<file path="src/rtl/uart_transceiver.sv">
// 8N1 UART physical layer: independent transmitter and receiver sharing only clk/rst.
// Busy flags and strobes are registered so the host-side handler sees clean, glitch-free levels.
module uart_transceiver #(
  parameter int CLKS_PER_BIT = 868,
  parameter int SYNC_STAGES  = 2
) (
  input  logic       clk,
  input  logic       rst,
  input  logic       rx,
  output logic       tx,
  input  logic       transmit,
  input  logic [7:0] tx_byte,
  output logic       received,
  output logic [7:0] rx_byte,
  output logic       is_receiving,
  output logic       is_transmitting,
  output logic       recv_error
);

  localparam logic [15:0] BIT_LAST  = 16'(CLKS_PER_BIT - 1);
  localparam logic [15:0] HALF_LAST = 16'(CLKS_PER_BIT / 2 - 1);

  // ---------------- transmitter ----------------
  typedef enum logic [1:0] {TX_IDLE, TX_START, TX_DATA, TX_STOP} tx_state_t;

  tx_state_t   tx_state_reg, tx_state_next;
  logic [15:0] tx_baud_reg, tx_baud_next;
  logic [2:0]  tx_bit_reg, tx_bit_next;
  logic [7:0]  tx_shift_reg, tx_shift_next;
  logic        tx_reg, tx_next;
  logic        tx_busy_reg, tx_busy_next;

  always_ff @(posedge clk) begin
    if (rst) begin
      tx_state_reg <= TX_IDLE;
      tx_baud_reg  <= '0;
      tx_bit_reg   <= '0;
      tx_shift_reg <= '0;
      tx_reg       <= 1'b1;
      tx_busy_reg  <= 1'b0;
    end else begin
      tx_state_reg <= tx_state_next;
      tx_baud_reg  <= tx_baud_next;
      tx_bit_reg   <= tx_bit_next;
      tx_shift_reg <= tx_shift_next;
      tx_reg       <= tx_next;
      tx_busy_reg  <= tx_busy_next;
    end
  end

  always_comb begin
    tx_state_next = tx_state_reg;
    tx_baud_next  = tx_baud_reg;
    tx_bit_next   = tx_bit_reg;
    tx_shift_next = tx_shift_reg;
    case (tx_state_reg)
      TX_IDLE: begin
        if (transmit) begin
          tx_shift_next = tx_byte;
          tx_baud_next  = '0;
          tx_bit_next   = '0;
          tx_state_next = TX_START;
        end
      end
      TX_START: begin
        if (tx_baud_reg == BIT_LAST) begin
          tx_baud_next  = '0;
          tx_state_next = TX_DATA;
        end else begin
          tx_baud_next = tx_baud_reg + 16'd1;
        end
      end
      TX_DATA: begin
        if (tx_baud_reg == BIT_LAST) begin
          tx_baud_next  = '0;
          tx_shift_next = {1'b0, tx_shift_reg[7:1]};
          tx_bit_next   = tx_bit_reg + 3'd1;
          if (tx_bit_reg == 3'd7) tx_state_next = TX_STOP;
        end else begin
          tx_baud_next = tx_baud_reg + 16'd1;
        end
      end
      TX_STOP: begin
        if (tx_baud_reg == BIT_LAST) begin
          tx_baud_next  = '0;
          tx_state_next = TX_IDLE;
        end else begin
          tx_baud_next = tx_baud_reg + 16'd1;
        end
      end
      default: tx_state_next = TX_IDLE;
    endcase

    // Line level is derived from the next state so tx itself comes straight from a flop.
    case (tx_state_next)
      TX_START: tx_next = 1'b0;
      TX_DATA:  tx_next = tx_shift_next[0];
      default:  tx_next = 1'b1;
    endcase
    tx_busy_next = (tx_state_next != TX_IDLE);
  end

  assign tx              = tx_reg;
  assign is_transmitting = tx_busy_reg;

  // ---------------- receiver ----------------
  logic [SYNC_STAGES-1:0] sync_reg;
  logic [SYNC_STAGES-1:0] sync_next;
  logic                   rx_s;
  logic                   rx_s_d_reg;

  for (genvar gi = 0; gi < SYNC_STAGES; gi++) begin : g_sync
    if (gi == 0) begin : g_first
      assign sync_next[gi] = rx;
    end else begin : g_rest
      assign sync_next[gi] = sync_reg[gi-1];
    end
  end

  assign rx_s = sync_reg[SYNC_STAGES-1];

  typedef enum logic [2:0] {RX_IDLE, RX_START, RX_DATA, RX_STOP, RX_RECOVER} rx_state_t;

  rx_state_t   rx_state_reg, rx_state_next;
  logic [15:0] rx_baud_reg, rx_baud_next;
  logic [2:0]  rx_bit_reg, rx_bit_next;
  logic [7:0]  rx_shift_reg, rx_shift_next;
  logic [7:0]  rx_byte_reg, rx_byte_next;
  logic        received_reg, received_next;
  logic        recv_error_reg, recv_error_next;
  logic        is_receiving_reg, is_receiving_next;

  always_ff @(posedge clk) begin
    if (rst) begin
      sync_reg         <= '1;
      rx_s_d_reg       <= 1'b1;
      rx_state_reg     <= RX_IDLE;
      rx_baud_reg      <= '0;
      rx_bit_reg       <= '0;
      rx_shift_reg     <= '0;
      rx_byte_reg      <= '0;
      received_reg     <= 1'b0;
      recv_error_reg   <= 1'b0;
      is_receiving_reg <= 1'b0;
    end else begin
      sync_reg         <= sync_next;
      rx_s_d_reg       <= rx_s;
      rx_state_reg     <= rx_state_next;
      rx_baud_reg      <= rx_baud_next;
      rx_bit_reg       <= rx_bit_next;
      rx_shift_reg     <= rx_shift_next;
      rx_byte_reg      <= rx_byte_next;
      received_reg     <= received_next;
      recv_error_reg   <= recv_error_next;
      is_receiving_reg <= is_receiving_next;
    end
  end

  always_comb begin
    rx_state_next   = rx_state_reg;
    rx_baud_next    = rx_baud_reg;
    rx_bit_next     = rx_bit_reg;
    rx_shift_next   = rx_shift_reg;
    rx_byte_next    = rx_byte_reg;
    received_next   = 1'b0;
    recv_error_next = 1'b0;
    case (rx_state_reg)
      RX_IDLE: begin
        if (rx_s_d_reg && !rx_s) begin
          rx_baud_next  = '0;
          rx_state_next = RX_START;
        end
      end
      RX_START: begin
        if (rx_baud_reg == HALF_LAST) begin
          rx_baud_next = '0;
          rx_bit_next  = '0;
          if (!rx_s) begin
            rx_state_next = RX_DATA;
          end else begin
            recv_error_next = 1'b1;
            rx_state_next   = RX_IDLE;
          end
        end else begin
          rx_baud_next = rx_baud_reg + 16'd1;
        end
      end
      RX_DATA: begin
        if (rx_baud_reg == BIT_LAST) begin
          rx_baud_next  = '0;
          rx_shift_next = {rx_s, rx_shift_reg[7:1]};
          rx_bit_next   = rx_bit_reg + 3'd1;
          if (rx_bit_reg == 3'd7) rx_state_next = RX_STOP;
        end else begin
          rx_baud_next = rx_baud_reg + 16'd1;
        end
      end
      RX_STOP: begin
        if (rx_baud_reg == BIT_LAST) begin
          rx_baud_next = '0;
          if (rx_s) begin
            rx_byte_next  = rx_shift_reg;
            received_next = 1'b1;
            rx_state_next = RX_IDLE;
          end else begin
            recv_error_next = 1'b1;
            rx_state_next   = RX_RECOVER;
          end
        end else begin
          rx_baud_next = rx_baud_reg + 16'd1;
        end
      end
      RX_RECOVER: begin
        // Hold off until the line idles so a stuck-low line cannot fake a start edge.
        if (rx_s) rx_state_next = RX_IDLE;
      end
      default: rx_state_next = RX_IDLE;
    endcase
    is_receiving_next = (rx_state_next != RX_IDLE);
  end

  assign received     = received_reg;
  assign rx_byte      = rx_byte_reg;
  assign recv_error   = recv_error_reg;
  assign is_receiving = is_receiving_reg;

endmodule

</file>
<file path="config.mk">
export PLATFORM = sky130hd
export DESIGN_NAME = uart_transceiver
export DESIGN_NICKNAME = d
export VERILOG_FILES = /design/src/rtl/uart_transceiver.sv
export SDC_FILE = /design/constraint.sdc
export NUM_CORES = 1
export LEC_CHECK = 0
export ABC_AREA = 1
export BUFFER_PORTS_ARGS = -buffer_cell sky130_fd_sc_hd__buf_4
export CAP_MARGIN = 25
export CORE_MARGIN = 2
export CORE_UTILIZATION = 60
export CTS_CLUSTER_SIZE = 16
export DETAILED_ROUTE_END_ITERATION = 16
export PLACE_DENSITY = 0.81
export SETUP_SLACK_MARGIN = 0.15
export SLEW_MARGIN = 20
export SYNTH_ARGS = -nofsm -noshare
export SYNTH_HDL_FRONTEND = slang
export SYNTH_SLANG_ARGS = --single-unit
</file>
<file path="constraint.sdc">
create_clock -name clk -period 2.2 [get_ports clk]
set_clock_uncertainty 0.05 [all_clocks]
set_input_delay 0.33 -clock clk [delete_from_list [all_inputs] [get_ports clk]]
set_output_delay 0.33 -clock clk [all_outputs]
set_load 0.03 [all_outputs]
</file>
==> impl_metrics.env <==
export IMPL_grt_max_degree=28
export IMPL_yosysWarnings=0
export IMPL_drt_pass1_iter_count=5
export IMPL_async_flop_share_pct=0
export IMPL_syn_nets=544
export IMPL_min_from="rx"
export IMPL_finalNetCount=574
export IMPL_synth_cell_types=39
export IMPL_cts_htree_levels=3
export IMPL_route_detailed_drc=0
export IMPL_synth_fa_ha_area_share_pct=2.36
export IMPL_synth_compound_area_share_pct=15.5
export IMPL_root_buffer="clkbuf_8"
export IMPL_synth_xor_area_share_pct=1.18
export IMPL_clkTransAtPathRegs_ns=0.09
export IMPL_hold_viol=0
export IMPL_vdd_drop_max_v=0.000407
export IMPL_area_delta_synth_final_pct=12.7
export IMPL_post_cts_resize_count=0
export IMPL_vias=3527
export IMPL_setup_tns_ns=0
export IMPL_num_fill_cells=523
export IMPL_synthSimpleGateAreaFrac_pct=31.9
export IMPL_power_density_nw_per_um2=640
export IMPL_ff2ff_path_depth=8
export IMPL_crit_fanout=11
export IMPL_synth_area_mux_share_pct=0
export IMPL_ys_ff_latch=75
export IMPL_gp_congestion=0.996
export IMPL_synthFlopType="dfxtp_1"
export IMPL_preCtsSetupSlack_ns=0.444
export IMPL_arrival_ns=1.96
export IMPL_slew_headroom_pct=69.5
export IMPL_dp_cells=619
export IMPL_cts_path_max_buffers=2
export IMPL_dpl_cell_area_um2=3980
export IMPL_io_pins=25
export IMPL_post_cts_buffers=0
export IMPL_drtIter0Drc=245
export IMPL_leakagePower_uw=0.00174
export IMPL_fp_dieW_um=82.7
export IMPL_grt_overflow=0
export IMPL_worstHoldEndpoint="sync_reg[0]"
export IMPL_worstPathRequired_ns=2.41
export IMPL_crit_type="flop to flop"
export IMPL_maxCapViolCount=0
export IMPL_r2r_end="tx_baud_reg[8]"
export IMPL_synth_top_family_by_area="simple AND/OR/NAND/NOR gates"
export IMPL_tritoncts="yes"
export IMPL_ys_seq_area_share_pct=40.4
export IMPL_setup_viol=0
export IMPL_wire_per_inst_um=13.1
export IMPL_period_minus_slack_ns=1.76
export IMPL_r2r_slack_ns=0.44
export IMPL_io_buffers=24
export IMPL_start_util_pct=62.4
export IMPL_core_um2=5960
export IMPL_period_share_pct=79.8
export IMPL_die_y_um=82.7
export IMPL_avgViaCountPerCell=5.55
export IMPL_grt_pass1_wl_mm=13.5
export IMPL_grt_pass1_vias=3006
export IMPL_start_kind="flop"
export IMPL_grt_use_total_pct=25.8
export IMPL_syn_area_um2=3710
export IMPL_worst_pin_slew_ns=0.454
export IMPL_drive_above_1_share_pct=13.8
export IMPL_fmax_mhz=570
export IMPL_final_common_cell="nand2_1"
export IMPL_min_path_type="input port to flop"
export IMPL_hold_buffers=0
export IMPL_r2r_start="tx_baud_reg[0]"
export IMPL_cts_buffers=9
export IMPL_antenna_found_initial=0
export IMPL_status="completed"
export IMPL_setup_ws_ns=0.445
export IMPL_instances_no_fill=635
export IMPL_antenna_left=0
export IMPL_dp_hpwl_mm=6.07
export IMPL_dieArea_um2=6840
export IMPL_syn_inst=525
export IMPL_final_cell_mix="108 x nand2_1, 75 x dfxtp_1, 61 x inv_1, 60 x nor2_1, 40 x a21oi_1"
export IMPL_clock_sinks=75
export IMPL_fin_area_um2=4190
export IMPL_worstHoldPathCells=2
export IMPL_insertion_delay_ns=0.36
export IMPL_rsz0062_at_grt="false"
export IMPL_endpoint_kind="flop"
export IMPL_synth_area_per_cell_um2=7.08
export IMPL_synth_edf_count=0
export IMPL_rows=28
export IMPL_num_antenna_cells=0
export IMPL_totalWireLength_mm=8.33
export IMPL_drv_slew=0
==> area by class of cell <==
cell class	count	area, um^2	area share [%]
Clock inverter	7	85.1	2.03
Tap cell	75	93.8	2.24
Multi-Input combinational cell	370	1890	45.2
Inverter	68	255	6.10
Clock buffer	9	124	2.96
Timing Repair Buffer	31	233	5.56
Sequential cell	75	1500	35.9
==> how the worst max path moves through the flow <==
stage	end	start	depth (start not counted)
after floorplan	tx	tx_baud_reg[0]	9
after global placement	tx_baud_reg[5]	tx_baud_reg[0]	9
after detailed placement	tx_baud_reg[5]	tx_baud_reg[0]	9
after CTS	tx_baud_reg[5]	tx_baud_reg[0]	9
after global routing	tx_baud_reg[5]	tx_baud_reg[0]	9
final	tx_baud_reg[8]	tx_baud_reg[0]	8
==> synth_stat cells, types with 3 or more instances <==
cell type / instances / share of area, %
o211ai_1: 5 / 1.0
o211a_1: 3 / 0.81
a31oi_1: 6 / 1.0
clkbuf_1: 7 / 0.71
ha_1: 7 / 2.4
nand3_1: 36 / 4.9
o21bai_1: 4 / 0.81
nand2_2: 8 / 1.3
inv_1: 61 / 6.2
o21ai_0: 35 / 4.7
a21oi_1: 40 / 5.4
inv_2: 7 / 0.71
nand2_1: 108 / 11
xor2_1: 3 / 0.71
nor3_1: 8 / 1.1
dfxtp_1: 75 / 40
nor2_4: 3 / 0.91
nand4_1: 22 / 3.7
nor2_1: 60 / 6.1
==> per-layer routing <==
layer	wire length [um]	global-route usage, %	up-vias	share of wire [%]
met3	478	5.11	21	5.7
met1	3860	34.7	1590	46
li1	-	-	1796	-
met2	3800	40.3	120	46
met5	0	0	-	0
met4	188	11.0	0	2.3
==> where the power goes <==
group	leakage, uW	switching, uW	internal [uW]	total (uW)
sequential	0.000608	16.2	1380	1400
clock	0.0000995	573	543	1120
combinational	0.00103	109	58.7	168
total	0.00174	698	1980	2680
==> metrics by stage <==
step	power, uW	util, %	hold slack [ns]
6_report	2680	70.3	0.128
5_1_grt	2770	70.3	0.131
3_3_place_gp	1590	66.8	0.342
3_5_place_dp	1590	66.8	0.344
4_1_cts	2690	70.3	0.124
2_1_floorplan	1540	-	0.339
==> cells by family after synthesis <==
kind of cell | after synthesis
adder cells (fa/ha/maj) | 7
XOR/XNOR | 5
AND/OR/NAND/NOR | 257
flip-flops | 75
buffers and inverters | 80
AO/OA/AOI/OAI | 101
==> worst max-delay path, cell delays in order, from the launching register on <==
cell and delay (ns):
dfxtp_1 0.38, ha_1 0.23, nand2_1 0.07, nor2_1 0.11, buf_4 0.20, nand2_2 0.16
nand2_1 0.18, a21oi_1 0.12, and3_1 0.16
Power figures use the tool's default switching activity.
